--- config.mk ---
export PLATFORM = sky130hd
export DESIGN_NAME = sys_time_gen
export DESIGN_NICKNAME = d
export VERILOG_FILES = /design/src/rtl/sys_time_gen_pkg.sv /design/src/rtl/sync_edge_detect.sv /design/src/rtl/sys_time_gen.sv
export SDC_FILE = /design/constraint.sdc
export NUM_CORES = 1
export LEC_CHECK = 0
export ABC_AREA = 0
export CORE_MARGIN = 1.5
export CORE_UTILIZATION = 40
export DETAILED_ROUTE_END_ITERATION = 10
export HOLD_SLACK_MARGIN = 0.02
export PLACE_DENSITY = 0.67
export SKIP_LAST_GASP = 1
export SYNTH_ARGS = -nofsm -noshare
export SYNTH_HDL_FRONTEND = slang
export SYNTH_SLANG_ARGS = --single-unit
--- constraint.sdc ---
create_clock -name i_clk -period 5.8 [get_ports i_clk]
set_input_delay 0.58 -clock i_clk [delete_from_list [all_inputs] [get_ports i_clk]]
set_output_delay 0.58 -clock i_clk [all_outputs]
set_load 0.02 [all_outputs]
--- src/rtl/sys_time_gen_pkg.sv ---
// Shared parameters and types for the system time generator.
package sys_time_gen_pkg;

  // Default number of CLK edges from SYNC0 capture to the SYS_TIME load edge.
  localparam int unsigned SYNC_LATENCY_DEF = 2;
  // Default allowed deviation of a SYNC0 interval from its nominal period, in ticks.
  localparam int unsigned SYNC_TOL_DEF     = 4;

  typedef enum logic [1:0] {
    StIdle,
    StArmed,
    StLocked
  } state_e;

endpackage

--- src/rtl/sync_edge_detect.sv ---
// Two-flop synchronizer with history flop and a registered rising-edge pulse.
module sync_edge_detect (
  input  logic i_clk,
  input  logic i_rst,
  input  logic i_async,
  output logic o_edge
);

  logic r_s0, r_s1, r_s2, r_edge;

  // Synchronize, keep one cycle of history, and register the rising-edge pulse.
  always_ff @(posedge i_clk) begin
    if (i_rst) begin
      r_s0   <= 1'b0;
      r_s1   <= 1'b0;
      r_s2   <= 1'b0;
      r_edge <= 1'b0;
    end else begin
      r_s0   <= i_async;
      r_s1   <= r_s0;
      r_s2   <= r_s1;
      r_edge <= r_s1 & ~r_s2;
    end
  end

  assign o_edge = r_edge;

endmodule

--- src/rtl/sys_time_gen.sv ---
// Free-running 64-bit system time, loaded from a latched value on an armed SYNC0 edge,
// with sticky supervision of the SYNC0 interval.
module sys_time_gen
  import sys_time_gen_pkg::*;
#(
  parameter int unsigned SYNC_LATENCY = SYNC_LATENCY_DEF,
  parameter int unsigned SYNC_TOL     = SYNC_TOL_DEF
) (
  input  logic        i_clk,
  input  logic        i_rst,
  input  logic        i_cat_sync0,
  input  logic        i_set,
  input  logic [63:0] i_sync_time,
  input  logic [31:0] i_sync_period,
  output logic [63:0] o_sys_time,
  output logic        o_sync_edge,
  output logic        o_locked,
  output logic        o_sync_err
);

  localparam logic [31:0] IntervalMax = 32'hFFFF_FFFF;

  state_e      r_state, w_state_next;
  logic [63:0] r_sys_time, r_latched;
  logic [31:0] r_interval;
  logic        r_locked, r_err;
  logic        w_edge, w_load, w_check, w_viol;
  logic [32:0] w_diff, w_abs;

  sync_edge_detect u_sync_edge_detect (
    .i_clk   (i_clk),
    .i_rst   (i_rst),
    .i_async (i_cat_sync0),
    .o_edge  (w_edge)
  );

  // SET always wins over a coincident edge, so a load needs SET low.
  assign w_load  = (r_state == StArmed) & w_edge & ~i_set;
  // The locking edge is excluded since the state is still ARMED there.
  assign w_check = (r_state == StLocked) & w_edge;

  // |interval - period| in 33-bit unsigned arithmetic; a saturated counter always violates.
  assign w_diff = {1'b0, r_interval} - {1'b0, i_sync_period};
  assign w_abs  = w_diff[32] ? (~w_diff + 33'd1) : w_diff;
  assign w_viol = (r_interval == IntervalMax) | (w_abs > 33'(SYNC_TOL));

  // Next-state decode: SET re-arms from any state, an armed edge locks.
  always_comb begin
    w_state_next = r_state;
    if (i_set) begin
      w_state_next = StArmed;
    end else if (w_edge && (r_state == StArmed)) begin
      w_state_next = StLocked;
    end
  end

  // State register.
  always_ff @(posedge i_clk) begin
    if (i_rst) begin
      r_state <= StIdle;
    end else begin
      r_state <= w_state_next;
    end
  end

  // System time, latched load value and interval counter.
  always_ff @(posedge i_clk) begin
    if (i_rst) begin
      r_sys_time <= 64'd0;
      r_latched  <= 64'd0;
      r_interval <= 32'd0;
    end else begin
      r_sys_time <= w_load ? (r_latched + 64'(SYNC_LATENCY)) : (r_sys_time + 64'd1);
      if (i_set) begin
        r_latched <= i_sync_time;
      end
      if (w_edge) begin
        r_interval <= 32'd1;
      end else if (r_interval != IntervalMax) begin
        r_interval <= r_interval + 32'd1;
      end
    end
  end

  // Registered status: lock decode and sticky interval error.
  always_ff @(posedge i_clk) begin
    if (i_rst) begin
      r_locked <= 1'b0;
      r_err    <= 1'b0;
    end else begin
      r_locked <= (w_state_next == StLocked);
      if (i_set) begin
        r_err <= 1'b0;
      end else if (w_check && w_viol) begin
        r_err <= 1'b1;
      end
    end
  end

  assign o_sys_time  = r_sys_time;
  assign o_sync_edge = w_edge;
  assign o_locked    = r_locked;
  assign o_sync_err  = r_err;

endmodule

Word level (Yosys, flattened, before mapping)
Cells that the tools add are included.
{"block": "classes", "add_sub_neg": 5, "order_cmp": 1, "n_eq_ne": 5, "mux": 6, "n_bitwise": 8, "n_reduce_logical": 5}
{"op": "64-bit by 1-bit adder with 64-bit output, second input constant", "count": 1}
{"op": "64-bit by 2-bit adder with 64-bit output, second input constant", "count": 1}
{"op": "64-bit two-way mux", "count": 1}
{"op": "33-bit by 1-bit adder with 33-bit output, second input constant", "count": 1}
{"op": "33-bit by 3-bit > comparator with 1-bit output, second input constant", "count": 1}
{"op": "33-bit two-way mux", "count": 1}
{"op": "33-bit inverter", "count": 1}
{"op": "32-bit by 32-bit subtractor with 33-bit output", "count": 1}
{"op": "32-bit by 1-bit adder with 32-bit output, second input constant", "count": 1}
{"op": "32-bit == test, second input constant", "count": 1}
{"op": "32-bit != test, second input constant", "count": 1}
{"op": "1-bit AND", "count": 4}
{"op": "2-bit == test, second input constant", "count": 2}
{"op": "2-bit two-way mux", "count": 2}
{"op": "2-bit OR reduction", "count": 2}
{"op": "2-bit by 1-bit == test with 1-bit output, second input constant", "count": 1}
{"op": "1-bit logical AND", "count": 2}
{"op": "1-bit two-way mux", "count": 2}
{"op": "1-bit inverter", "count": 2}
{"op": "2-bit nonzero test", "count": 1}
{"op": "1-bit OR", "count": 1}
{"block": "word_totals", "regBits": 168, "input_bits": 100, "out_inout_bits": 67}

Depth between registers and ports, before layout
{"block": "depth", "depth_word": 7, "ltp_mapped": 16, "ltp_nobuf": 15}

Hierarchy
From an unflattened synthesis, not the netlist that was laid out.
{"block": "unflattened", "hier_cells": 1483, "hier_area_um2": 11631.2}
{"module": "sys_time_gen", "instances": 1, "cells_each": 1475, "area_each_um2": 11519.8}
{"module": "sync_edge_detect", "instances": 1, "cells_each": 8, "area_each_um2": 111.4}

Least setup slack after synthesis
OpenSTA, ideal clock, no wires.
{"block": "synth_timing", "kind": "input port to flip-flop", "start": "in i_sync_period[6]", "end": "reg r_err, in the netlist o_sync_err", "setup_ns": 0.127, "arrival_time_ns": 4.073, "setup_slack_ns": 1.600, "path_stages": 15, "cell_sequence": "inv_1 -> ha_1 -> clkbuf_1 -> inv_1 -> or4_4 -> a21o_4 -> o221ai_2 -> a211oi_2 -> a2111o_1 -> nor4b_4 -> nand4_1 -> mux2i_1 -> or4_1 -> nor4_1 -> a21oi_1"}
{"block": "synth_via", "elab_chain_cells": 7}
{"element": "start, declared", "line": "sys_time_gen.sv:14", "rtl": "input logic [31:0] i_sync_period,"}
{"element": "32-bit by 32-bit subtractor with 33-bit output *", "line": "sys_time_gen.sv:43", "rtl": "assign w_diff = {1'b0, r_interval} - {1'b0, i_sync_period};"}
{"element": "33-bit inverter", "line": "sys_time_gen.sv:44", "rtl": "assign w_abs = w_diff[32] ? (~w_diff + 33'd1) : w_diff;"}
{"element": "33-bit by 1-bit adder with 33-bit output", "line": "sys_time_gen.sv:44"}
{"element": "33-bit two-way mux *", "line": "sys_time_gen.sv:44"}
{"element": "33-bit by 3-bit > comparator with 1-bit output *", "line": "sys_time_gen.sv:45", "rtl": "assign w_viol = (r_interval == IntervalMax) | (w_abs > 33'(SYNC_TOL));"}
{"element": "1-bit OR *", "line": "sys_time_gen.sv:45"}
{"element": "1-bit logical AND *", "line": "sys_time_gen.sv:94", "rtl": "end else if (w_check && w_viol) begin"}
{"element": "end signal, assigned", "line": "sys_time_gen.sv:89", "rtl": "r_err <= 1'b0;"}
{"element": "end signal, assigned", "line": "sys_time_gen.sv:93", "rtl": "r_err <= 1'b0;"}
{"element": "end signal, assigned", "line": "sys_time_gen.sv:95", "rtl": "r_err <= 1'b1;"}
{"element": "end, declared", "line": "sys_time_gen.sv:26", "rtl": "logic r_locked, r_err;"}
Mark *: on every way between the ends. The rest lies on a longest branch, timed or not.
A chain may end at the register's enable or synchronous reset.

Worst setup path after layout
{"block": "layout_timing", "start": "in i_sync_period[9]", "end": "reg r_err, in the netlist o_sync_err"}
Same word-level chain as after synthesis.

==> reports/metrics.csv <==
metric;value;unit
syn-num-nets;1595;
timing.final.crit_share;81.6;%
path_common_cell;a211oi_1;
syn_to_final_growth;22.7;%
ff2ff_path_depth;15;
fillCellCount;2688;
wl_per_cell;16.0;µm
place_area;13300;µm²
grt.overflow.total;0;
layout_setup_ws;1.06;ns
grt_pass1_wl;50.3;mm
numCtsBuffers;17;
grtUsageTotal;21.4;%
htreeDepth;4;
cts_tree;done;
cp-end-kind;register;
hold_start;u_sync_edge_detect.r_s2;
syn_inst;1458;
num_vias;10800;
synth-async-reset-ratio;0;%
grt_max_degree;111;
die_w;172;µm
wl;31.7;mm
coreArea;27900;µm²
holdPathEnd;u_sync_edge_detect.o_edge;
crit_required;6.12;ns
fp.dieArea;29500;µm²
critPathLaunchType;input pin;
synth_common_cells;nor2_1, dfxtp_1, nand2_1, xnor2_1, xor2_1;
power_density;203;nW/µm²
hold_path_depth;1;
firstDrtPassIters;6;
synth.area.top_cells;dfxtp_1, nor2_1, xnor2_1;
power.leakage;5.27;nW
layout.nets;1726;
cts_sinks;168;
crit_arrival;5.06;ns
cts_resized;0;
clockBufferDepth;2;
cts_setup_buffers;0;
drc;0;
min_path_type;reg -> reg;
pre_cts_ws;0.657;ns
crit_buf_inv;2;
final_cells;1980;
cp_max_fo;11;
crit_slowest_cell;a221oi_1;
slew_headroom;22.8;%
skew;0.0122;ns
fin_crit;4.74;ns
fp-row-count;61;
worst_path_dominant_cell_family;simple AND/OR/NAND/NOR gates;
ys_ff_latch;168;
finalSetupViolCount;0;
start_util;40.8;%
r2r_start;r_interval[0];
grt_pass1_vias;10000;
worst_pin_slew;1.15;ns
insertion_delay;0.44;ns
clockRootBuffer;clkbuf_16;
ys_types;79;
yosysMostFrequentCell;nor2_1;
fmax;211;MHz
r2r_end;o_sync_err;
synth_enable_flop_cells;0;
syn-cell-area;11400;µm²
final_antenna_net_count;0;
r2r_slack;1.24;ns
yosysTopAreaCell;dfxtp_1;
tns;0;ns
crit_chain;clkdlybuf4s50_1, inv_1, ha_1, nand4_2, or4_4, a211oi_1, a211oi_1, a221oi_1, o2111a_1, nor4b_4, nand4_1, mux2i_1, or4_1, nor4_1, a21oi_1;
die_y;172;µm
viasPerCell;5.45;
yosysWarningCount;0;
drtIter0Drc;795;
num_antenna_cells;0;
antenna_found_initial;0;
ios;167;
place.gp.congestion;0.866;
finalHoldViolations;0;
power.ir.vdd_worst;195;µV
synth_ff_type;dfxtp_1;
slowest_delay;0.62;ns
syn_area_per_cell;7.80;µm²
synth_top_area_share;29.6;%
place_hpwl;23.8;mm
grt_setup_unrepaired;false;
dp.cells;1948;
drive_above_1_share;4.74;%
ctsHoldBuffers;0;
final_area;14000;µm²
drv_cap;0;
status;finished, final reports clean;
clk_pin_slew;0.08;ns
critical_path_class;in -> reg;
ys_seq_area_share;29.6;%
portBuffers;166;
post-route-util;50.1;%
slew_violations;0;
==> stage by stage <==
| step | total power (W) | hold WS, ns |
|---|---|---|
| floorplan | 0.00148 | 0.367 |
| global placement | 0.00162 | 0.371 |
| detailed placement | 0.00162 | 0.379 |
| CTS | 0.00286 | 0.390 |
| global route | 0.00296 | 0.400 |
| finish | 0.00284 | 0.388 |
==> power breakdown <==
part           internal, W  switching, W
Sequential         0.00119     0.0000385
Clock             0.000669      0.000571
Combinational     0.000178      0.000192
==> worst max path at each step <==
stage	from	to	depth (start not counted)	slack, ns
2_1_floorplan	i_sync_period[6]	o_sync_err	15	1.60
3_3_place_gp	i_sync_period[9]	o_sync_err	15	0.61
3_5_place_dp	i_sync_period[9]	o_sync_err	15	0.66
4_1_cts	i_sync_period[9]	o_sync_err	15	1.12
5_1_grt	i_sync_period[9]	o_sync_err	15	0.61
6_report	i_sync_period[9]	o_sync_err	15	1.06
==> per-layer routing <==
layer  part of all wire (%)  vias to the layer above  wire length (µm)  track usage [%]
li1                       -                     5453                 -                -
met1                     45                     5016             14200             27.0
met2                     46                      303             14600             35.4
met3                    7.4                       28              2350             5.94
met4                    1.6                        0               521             6.18
met5                      0                        -                 0                0
==> area by class of cell <==
class	count	area (µm²)	share of cell area, %
Tap cell	378	473	3.39
Sequential cell	168	3360	24.1
Timing Repair Buffer	175	1720	12.4
Multi-Input combinational cell	1166	7540	54.0
Clock inverter	14	188	1.34
Inverter	61	229	1.64
Clock buffer	18	439	3.15
==> state kept, by name, summed over array words and instances, names as in the netlist <==
name,cells
u_sync_edge_detect.o_edge,1
u_sync_edge_detect.r_s1,1
r_latched,64
r_state,2
o_sync_err,1
u_sync_edge_detect.r_s2,1
o_sys_time,64
u_sync_edge_detect.r_s0,1
r_interval,32
o_locked,1
==> logic make-up after synthesis <==
family	count (synthesis)	share of synthesized area, %
buffers and inverters	124	4.17
xor gates and xnor gates	162	12.5
adders and majority gates	37	4.14
muxes	69	6.11
AOI/OAI and AO/OA	265	16.6
DFF	168	29.6
and+or+nand+nor	633	26.9
==> layout by cell type (no fill, tap or decap), types with 61 or more instances in the layout <==
cell type / n
nand3_1: 71
dfxtp_1: 168
a211oi_1: 70
inv_1: 61
nand2_1: 123
nor2_1: 224
mux2i_1: 66
clkdlybuf4s50_1: 164
xnor2_1: 86
xor2_1: 76
(Power assumes the default switching activity.)
